===== config.mk =====
export PLATFORM = sky130hd
export DESIGN_NAME = bitonic_sort_arbiter
export DESIGN_NICKNAME = d
export VERILOG_FILES = /design/src/rtl/bitonic_sort_arbiter.sv
export SDC_FILE = /design/constraint.sdc
export NUM_CORES = 2
export LEC_CHECK = 0
export ABC_AREA = 1
export CAP_MARGIN = 0
export CORE_AREA = 2 2 698 700
export CTS_BUF_LIST = sky130_fd_sc_hd__clkbuf_8 sky130_fd_sc_hd__clkbuf_16
export CTS_CLUSTER_DIAMETER = 150
export DETAILED_ROUTE_END_ITERATION = 10
export DIE_AREA = 0 0 700 702
export PLACE_DENSITY_LB_ADDON = 0.08
export SLEW_MARGIN = 10
export SYNTH_ARGS = -nofsm -noshare
export SYNTH_HDL_FRONTEND = slang
export SYNTH_SLANG_ARGS = --single-unit

===== constraint.sdc =====
create_clock -name clk -period 13.15 [get_ports clk]
set_input_delay 1.9725 -clock clk [delete_from_list [all_inputs] [get_ports clk]]
set_output_delay 1.9725 -clock clk [all_outputs]
set_load 0.02 [all_outputs]

===== src/rtl/bitonic_sort_arbiter.sv =====
// bitonic_sort_arbiter
// Shares one external pipelined sort engine among N_REQ requesters. Vectors are
// granted round-robin, the owner ID of each in-flight vector rides in a tag FIFO,
// and sorted results return with their ID through a FWFT response FIFO.
// Issue is credit-limited (MAX_INFLIGHT), so the response FIFO can never overflow.
// Optional: define SORT_ARB_ERR_CHECK_EN to build the sticky protocol-error flag
// (stray engine result or 2**16-cycle return timeout); otherwise err is tied 0.
module bitonic_sort_arbiter #(
    parameter  int LOG_INPUT    = 5,
    parameter  int DATA_WIDTH   = 8,
    parameter  int N_REQ        = 4,
    parameter  int MAX_INFLIGHT = 8,
    localparam int VEC_W        = DATA_WIDTH * (2 ** LOG_INPUT),
    localparam int ID_W         = (N_REQ > 1) ? $clog2(N_REQ) : 1,
    localparam int CNT_W        = $clog2(MAX_INFLIGHT) + 1
) (
    input  logic                   clk,
    input  logic                   rst,
    input  logic [N_REQ-1:0]       req_valid,
    input  logic [N_REQ*VEC_W-1:0] req_data,
    output logic [N_REQ-1:0]       req_ready,
    output logic                   sort_x_valid,
    output logic [VEC_W-1:0]       sort_x,
    input  logic                   sort_y_valid,
    input  logic [VEC_W-1:0]       sort_y,
    output logic                   rsp_valid,
    input  logic                   rsp_ready,
    output logic [ID_W-1:0]        rsp_id,
    output logic [VEC_W-1:0]       rsp_data,
    output logic                   busy,
    output logic                   err
);

    localparam int AW = $clog2(MAX_INFLIGHT);
    localparam int RW = ID_W + VEC_W;

    logic [ID_W-1:0]  ptr;
    logic [CNT_W-1:0] cnt;
    logic             can_issue;
    logic             grant_any;
    logic [ID_W-1:0]  grant_idx;
    logic             rsp_pop;

    logic [ID_W-1:0]  tag_mem [MAX_INFLIGHT];
    logic [CNT_W-1:0] tag_wr;
    logic [CNT_W-1:0] tag_rd;
    logic             tag_empty;
    logic             ret_ok;

    logic [RW-1:0]    rsp_mem [MAX_INFLIGHT];
    logic [CNT_W-1:0] rsp_wr;
    logic [CNT_W-1:0] rsp_rd;
    logic [RW-1:0]    rsp_head;

    // Grants are suppressed while reset is asserted so req_ready reads 0 in reset.
    assign can_issue = rst && (cnt < CNT_W'(MAX_INFLIGHT));
    assign busy      = (cnt != '0);

    // Round-robin search starting at ptr; first valid requester wins.
    always_comb begin
        int idx;
        idx       = 0;
        grant_any = 1'b0;
        grant_idx = '0;
        req_ready = '0;
        if (can_issue) begin
            for (int k = 0; k < N_REQ; k++) begin
                idx = (int'(ptr) + k) % N_REQ;
                if (!grant_any && req_valid[idx]) begin
                    grant_any = 1'b1;
                    grant_idx = ID_W'(idx);
                end
            end
            if (grant_any) req_ready[grant_idx] = 1'b1;
        end
    end

    // Round-robin pointer moves just past the winner.
    always_ff @(posedge clk or negedge rst) begin
        if (!rst)
            ptr <= '0;
        else if (grant_any)
            ptr <= (int'(grant_idx) == N_REQ - 1) ? '0 : grant_idx + 1'b1;
    end

    // Issue register: granted vector goes to the engine one cycle after grant.
    always_ff @(posedge clk or negedge rst) begin
        if (!rst) begin
            sort_x_valid <= 1'b0;
            sort_x       <= '0;
        end else begin
            sort_x_valid <= grant_any;
            if (grant_any) sort_x <= req_data[int'(grant_idx)*VEC_W +: VEC_W];
        end
    end

    // Credits: vectors issued and not yet accepted on the response port.
    always_ff @(posedge clk or negedge rst) begin
        if (!rst)
            cnt <= '0;
        else if (grant_any && !rsp_pop)
            cnt <= cnt + 1'b1;
        else if (!grant_any && rsp_pop)
            cnt <= cnt - 1'b1;
    end

    // Tag FIFO storage: owner ID written on the same edge the vector is issued.
    always_ff @(posedge clk) begin
        if (grant_any) tag_mem[tag_wr[AW-1:0]] <= grant_idx;
    end

    assign tag_empty = (tag_wr == tag_rd);
    // A result with no outstanding tag is a stray and is dropped.
    assign ret_ok    = sort_y_valid && !tag_empty;

    // Tag FIFO pointers; capacity is guaranteed by the credit limit.
    always_ff @(posedge clk or negedge rst) begin
        if (!rst) begin
            tag_wr <= '0;
            tag_rd <= '0;
        end else begin
            if (grant_any) tag_wr <= tag_wr + 1'b1;
            if (ret_ok)    tag_rd <= tag_rd + 1'b1;
        end
    end

    // Response FIFO storage: sorted vector paired with the oldest tag.
    always_ff @(posedge clk) begin
        if (ret_ok) rsp_mem[rsp_wr[AW-1:0]] <= {tag_mem[tag_rd[AW-1:0]], sort_y};
    end

    assign rsp_valid = (rsp_wr != rsp_rd);
    assign rsp_pop   = rsp_valid && rsp_ready;
    assign rsp_head  = rsp_mem[rsp_rd[AW-1:0]];
    assign rsp_id    = rsp_valid ? rsp_head[VEC_W +: ID_W] : '0;
    assign rsp_data  = rsp_valid ? rsp_head[VEC_W-1:0]   : '0;

    // Response FIFO pointers; first-word-fall-through head read.
    always_ff @(posedge clk or negedge rst) begin
        if (!rst) begin
            rsp_wr <= '0;
            rsp_rd <= '0;
        end else begin
            if (ret_ok)  rsp_wr <= rsp_wr + 1'b1;
            if (rsp_pop) rsp_rd <= rsp_rd + 1'b1;
        end
    end

`ifdef SORT_ARB_ERR_CHECK_EN
    logic [15:0] tmo_cnt;
    logic        err_q;

    // Sticky error: stray result, or outstanding tag with no return for 2**16 cycles.
    always_ff @(posedge clk or negedge rst) begin
        if (!rst) begin
            tmo_cnt <= '0;
            err_q   <= 1'b0;
        end else begin
            if (!tag_empty && !sort_y_valid) tmo_cnt <= tmo_cnt + 1'b1;
            else                             tmo_cnt <= '0;
            if ((sort_y_valid && tag_empty) ||
                (!tag_empty && !sort_y_valid && (tmo_cnt == 16'hFFFF)))
                err_q <= 1'b1;
        end
    end

    assign err = err_q;
`else
    assign err = 1'b0;
`endif

endmodule


==> results.sh <==
export IMPL_status="finished, final reports clean"
export IMPL_r2r_start="ptr[0]"
export IMPL_tightest_slew_ns=1.196
export IMPL_yosysWarnings=0
export IMPL_wirelength_mm=567.9
export IMPL_critPathCaptureType="primary output"
export IMPL_viasPerCell=4.493
export IMPL_p_leak_nw=49.46
export IMPL_min_path_cells=2
export IMPL_grt_overflow_total=0
export IMPL_h_tree_depth=5
export IMPL_ctsLongestPathBuffers=4
export IMPL_finalHoldViolCount=0
export IMPL_slowest_stage="nor2_1"
export IMPL_grt_antenna_before_repair=323
export IMPL_synth_most_common_cell="edfxtp_1"
export IMPL_cts_hold_buf=0
export IMPL_numCtsBuffers=310
export IMPL_drt_iter0_markers=5881
export IMPL_fin_area_um2=135800
export IMPL_critical_path_class="in -> out"
export IMPL_postCtsSetupRepairBufs=0
export IMPL_reg2reg_setup_slack_ns=7.45
export IMPL_arrival_ns=6.60
export IMPL_core_um2=484300
export IMPL_max_stage_delay_ns=0.85
export IMPL_synth_common_cells="2080 x edfxtp_1, 1818 x nand2_1, 1583 x nor2_1"
export IMPL_syn_area_um2=101100
export IMPL_rows=256
export IMPL_nets=12460
export IMPL_maxSlewViolCount=0
export IMPL_synth_edf_count=2080
export IMPL_dp_cells=17300
export IMPL_drive_gt1_frac=0.04951
export IMPL_rsz0062_at_grt="no"
export IMPL_vdd_drop_max_uv=202.3
export IMPL_syn_num_nets=10900
export IMPL_dp_hpwl_mm=390.8
export IMPL_chipWidth_um=700
export IMPL_grt_pass1_vias=79670
export IMPL_ant_nets=0
export IMPL_wl_per_cell_um=31.60
export IMPL_setup_viol=0
export IMPL_path_buf_inv=6
export IMPL_stdcell_count=17970
export IMPL_dr_pass1_iters=5
export IMPL_syn_area_per_cell_um2=10.52
export IMPL_fin_worst_skew_ns=0.06701
export IMPL_initial_core_util=0.2087
export IMPL_grtUsageTotal=0.2211
export IMPL_required_ns=11.18
export IMPL_clk_pin_slew_ns=0.05
export IMPL_finalPower_mw=35.60
export IMPL_place_congestion=0.9456
export IMPL_route_vias_total=80740
export IMPL_clockRootBuffer="clkbuf_16"
export IMPL_die_h_um=702
export IMPL_crit_path_start_kind="primary input"
export IMPL_synth_async_reset_ratio=0.1183
export IMPL_cts_tree="yes"
export IMPL_hp_start="sort_x[127]"
export IMPL_maxCapViolCount=0
export IMPL_pwr_density_cell_nw_per_um2=262.2
export IMPL_grt_pass1_wl_mm=743.5
export IMPL_syn_to_final_growth_pct=34.33
export IMPL_min_period_ns=8.575
export IMPL_synthTopCellsByArea="edfxtp_1 62%, o21ai_0 7.0%, dfrtp_1 6.9%"
export IMPL_hp_class="reg -> reg"
export IMPL_synth_top_cell_area_share=0.6181
export IMPL_io_pins=1810
export IMPL_crit_chain="clkdlybuf4s50_1 > inv_1 > nand2_1 > nand3_1 > nand2_1 > inv_1 > nand3_1 > nand2_4 > buf_4 > inv_8 > nand2_8 > nor2_1 > clkdlybuf4s50_1"
export IMPL_cts_resized=0
export IMPL_crit_fanout=76
export IMPL_crit_family="buffers and inverters"
export IMPL_clkLatencyLatePin_ns=0.92
export IMPL_fmax_ghz=0.1166
export IMPL_drcViolationCount=0
export IMPL_timing_max_slew_rel_slack=0.2002
export IMPL_fillCellCount=50720
export IMPL_reg2reg_depth=18
export IMPL_min_to="sort_x[127]"
export IMPL_seq_area_frac_synth=0.6871
export IMPL_grt_max_degree=191
export IMPL_reg2reg_to="sort_x[29]"
export IMPL_clock_sinks=2359
export IMPL_yosysTopAreaCell="edfxtp_1"
export IMPL_synthDistinctLibCells=33
export IMPL_die_area_um2=491400
export IMPL_post_dp_cell_area_um2=125700
export IMPL_syn_inst=9603
export IMPL_finalCritPeriodShare=0.6521
export IMPL_synth_seq_cells=2359
export IMPL_io_buffer_count=1808
export IMPL_synth_top_flop_cell="edfxtp_1"
==> layout make-up <==
class	instances	area, um2	area share
antenna	108	270.3	0.001991
multi-input combinational	6002	26720	0.1968
tap	6450	8070	0.05945
inverter	572	2195	0.01617
clock inverter	225	1593	0.01173
sequential	2359	69450	0.5116
clock buffer	333	8220	0.06055
timing repair buffer	1921	19240	0.1417
==> metrics by stage <==
step | setup TNS (ns) | hold slack, ns | utilization | setup WS [ns]
global route | 0 | 0.4903 | 0.2801 | 4.210
finish | 0 | 0.4809 | 0.2803 | 4.575
global placement | 0 | 0.4632 | 0.2595 | 4.384
floorplan | -1429.86 | 0.4552 | - | -0.8097
CTS | 0 | 0.4833 | 0.2798 | 4.382
detailed placement | 0 | 0.4683 | 0.2595 | 4.386
==> worst min-delay path: cells and delay by family (launching register included) <==
kind	cells	cell delay, ns
DFF	1	0.34
and+or+nand+nor	2	0.11
==> state kept, by name, summed over array words and instances, names as in the netlist <==
name / cells
cnt: 4
ptr: 2
rsp_mem: 2064
rsp_rd: 4
rsp_wr: 4
sort_x: 256
sort_x_valid: 1
tag_mem: 16
tag_rd: 4
tag_wr: 4
==> worst max-delay path by stage <==
stage	cells past startpoint	endpoint	start
floorplan	3	rsp_mem[0][0]	sort_y_valid
global placement	13	req_ready[3]	req_valid[3]
detailed placement	13	req_ready[3]	req_valid[3]
CTS	13	req_ready[3]	req_valid[3]
global route	8	rsp_data[188]	rsp_rd[0]
finish	13	req_ready[3]	req_valid[3]
==> cells in the final DEF, fill, tap and decap left out, types with 23 or more instances in the layout <==
cell type           n
edfxtp_1         2080
diode_2           108
nand2_1          1817
o22ai_1           260
buf_12             23
buf_4              90
a31oi_1           259
nand3_1           618
clkinv_1           71
nor2_1           1575
o21ai_0          1415
clkbuf_16         323
dfrtp_1           277
clkdlybuf4s50_1  1807
clkinv_2           48
inv_1             628
==> kinds of logic (layout without fill, tap and decap cells) <==
family	after synthesis	in the layout	share of synthesized area
simple gates	4033	4033	0.1579
flops	2359	2359	0.6871
compound gates	1940	1940	0.1025
buf+inv	1242	3051	0.04957
xor+xnor	20	20	0.001733
fa+ha+maj	8	8	0.001065
other cells	1	109	0.00003711
==> where the power goes <==
part | switching, mW | internal, mW | total (mW)
combinational | 11.7 | 4.92 | 16.6
sequential | 1.06 | 9.68 | 10.7
clock | 3.44 | 4.84 | 8.28
==> per-layer routing <==
| metal | vias up | global-route usage | routed length [um] |
|---|---|---|---|
| met5 | - | 0 | 999 |
| met4 | 146 | 0.09325 | 26310 |
| met3 | 972 | 0.05653 | 36200 |
| met2 | 2594 | 0.3869 | 282600 |
| met1 | 40590 | 0.2556 | 221700 |
| li1 | 36430 | - | - |
Note: power is estimated with default switching activity, not from simulation.
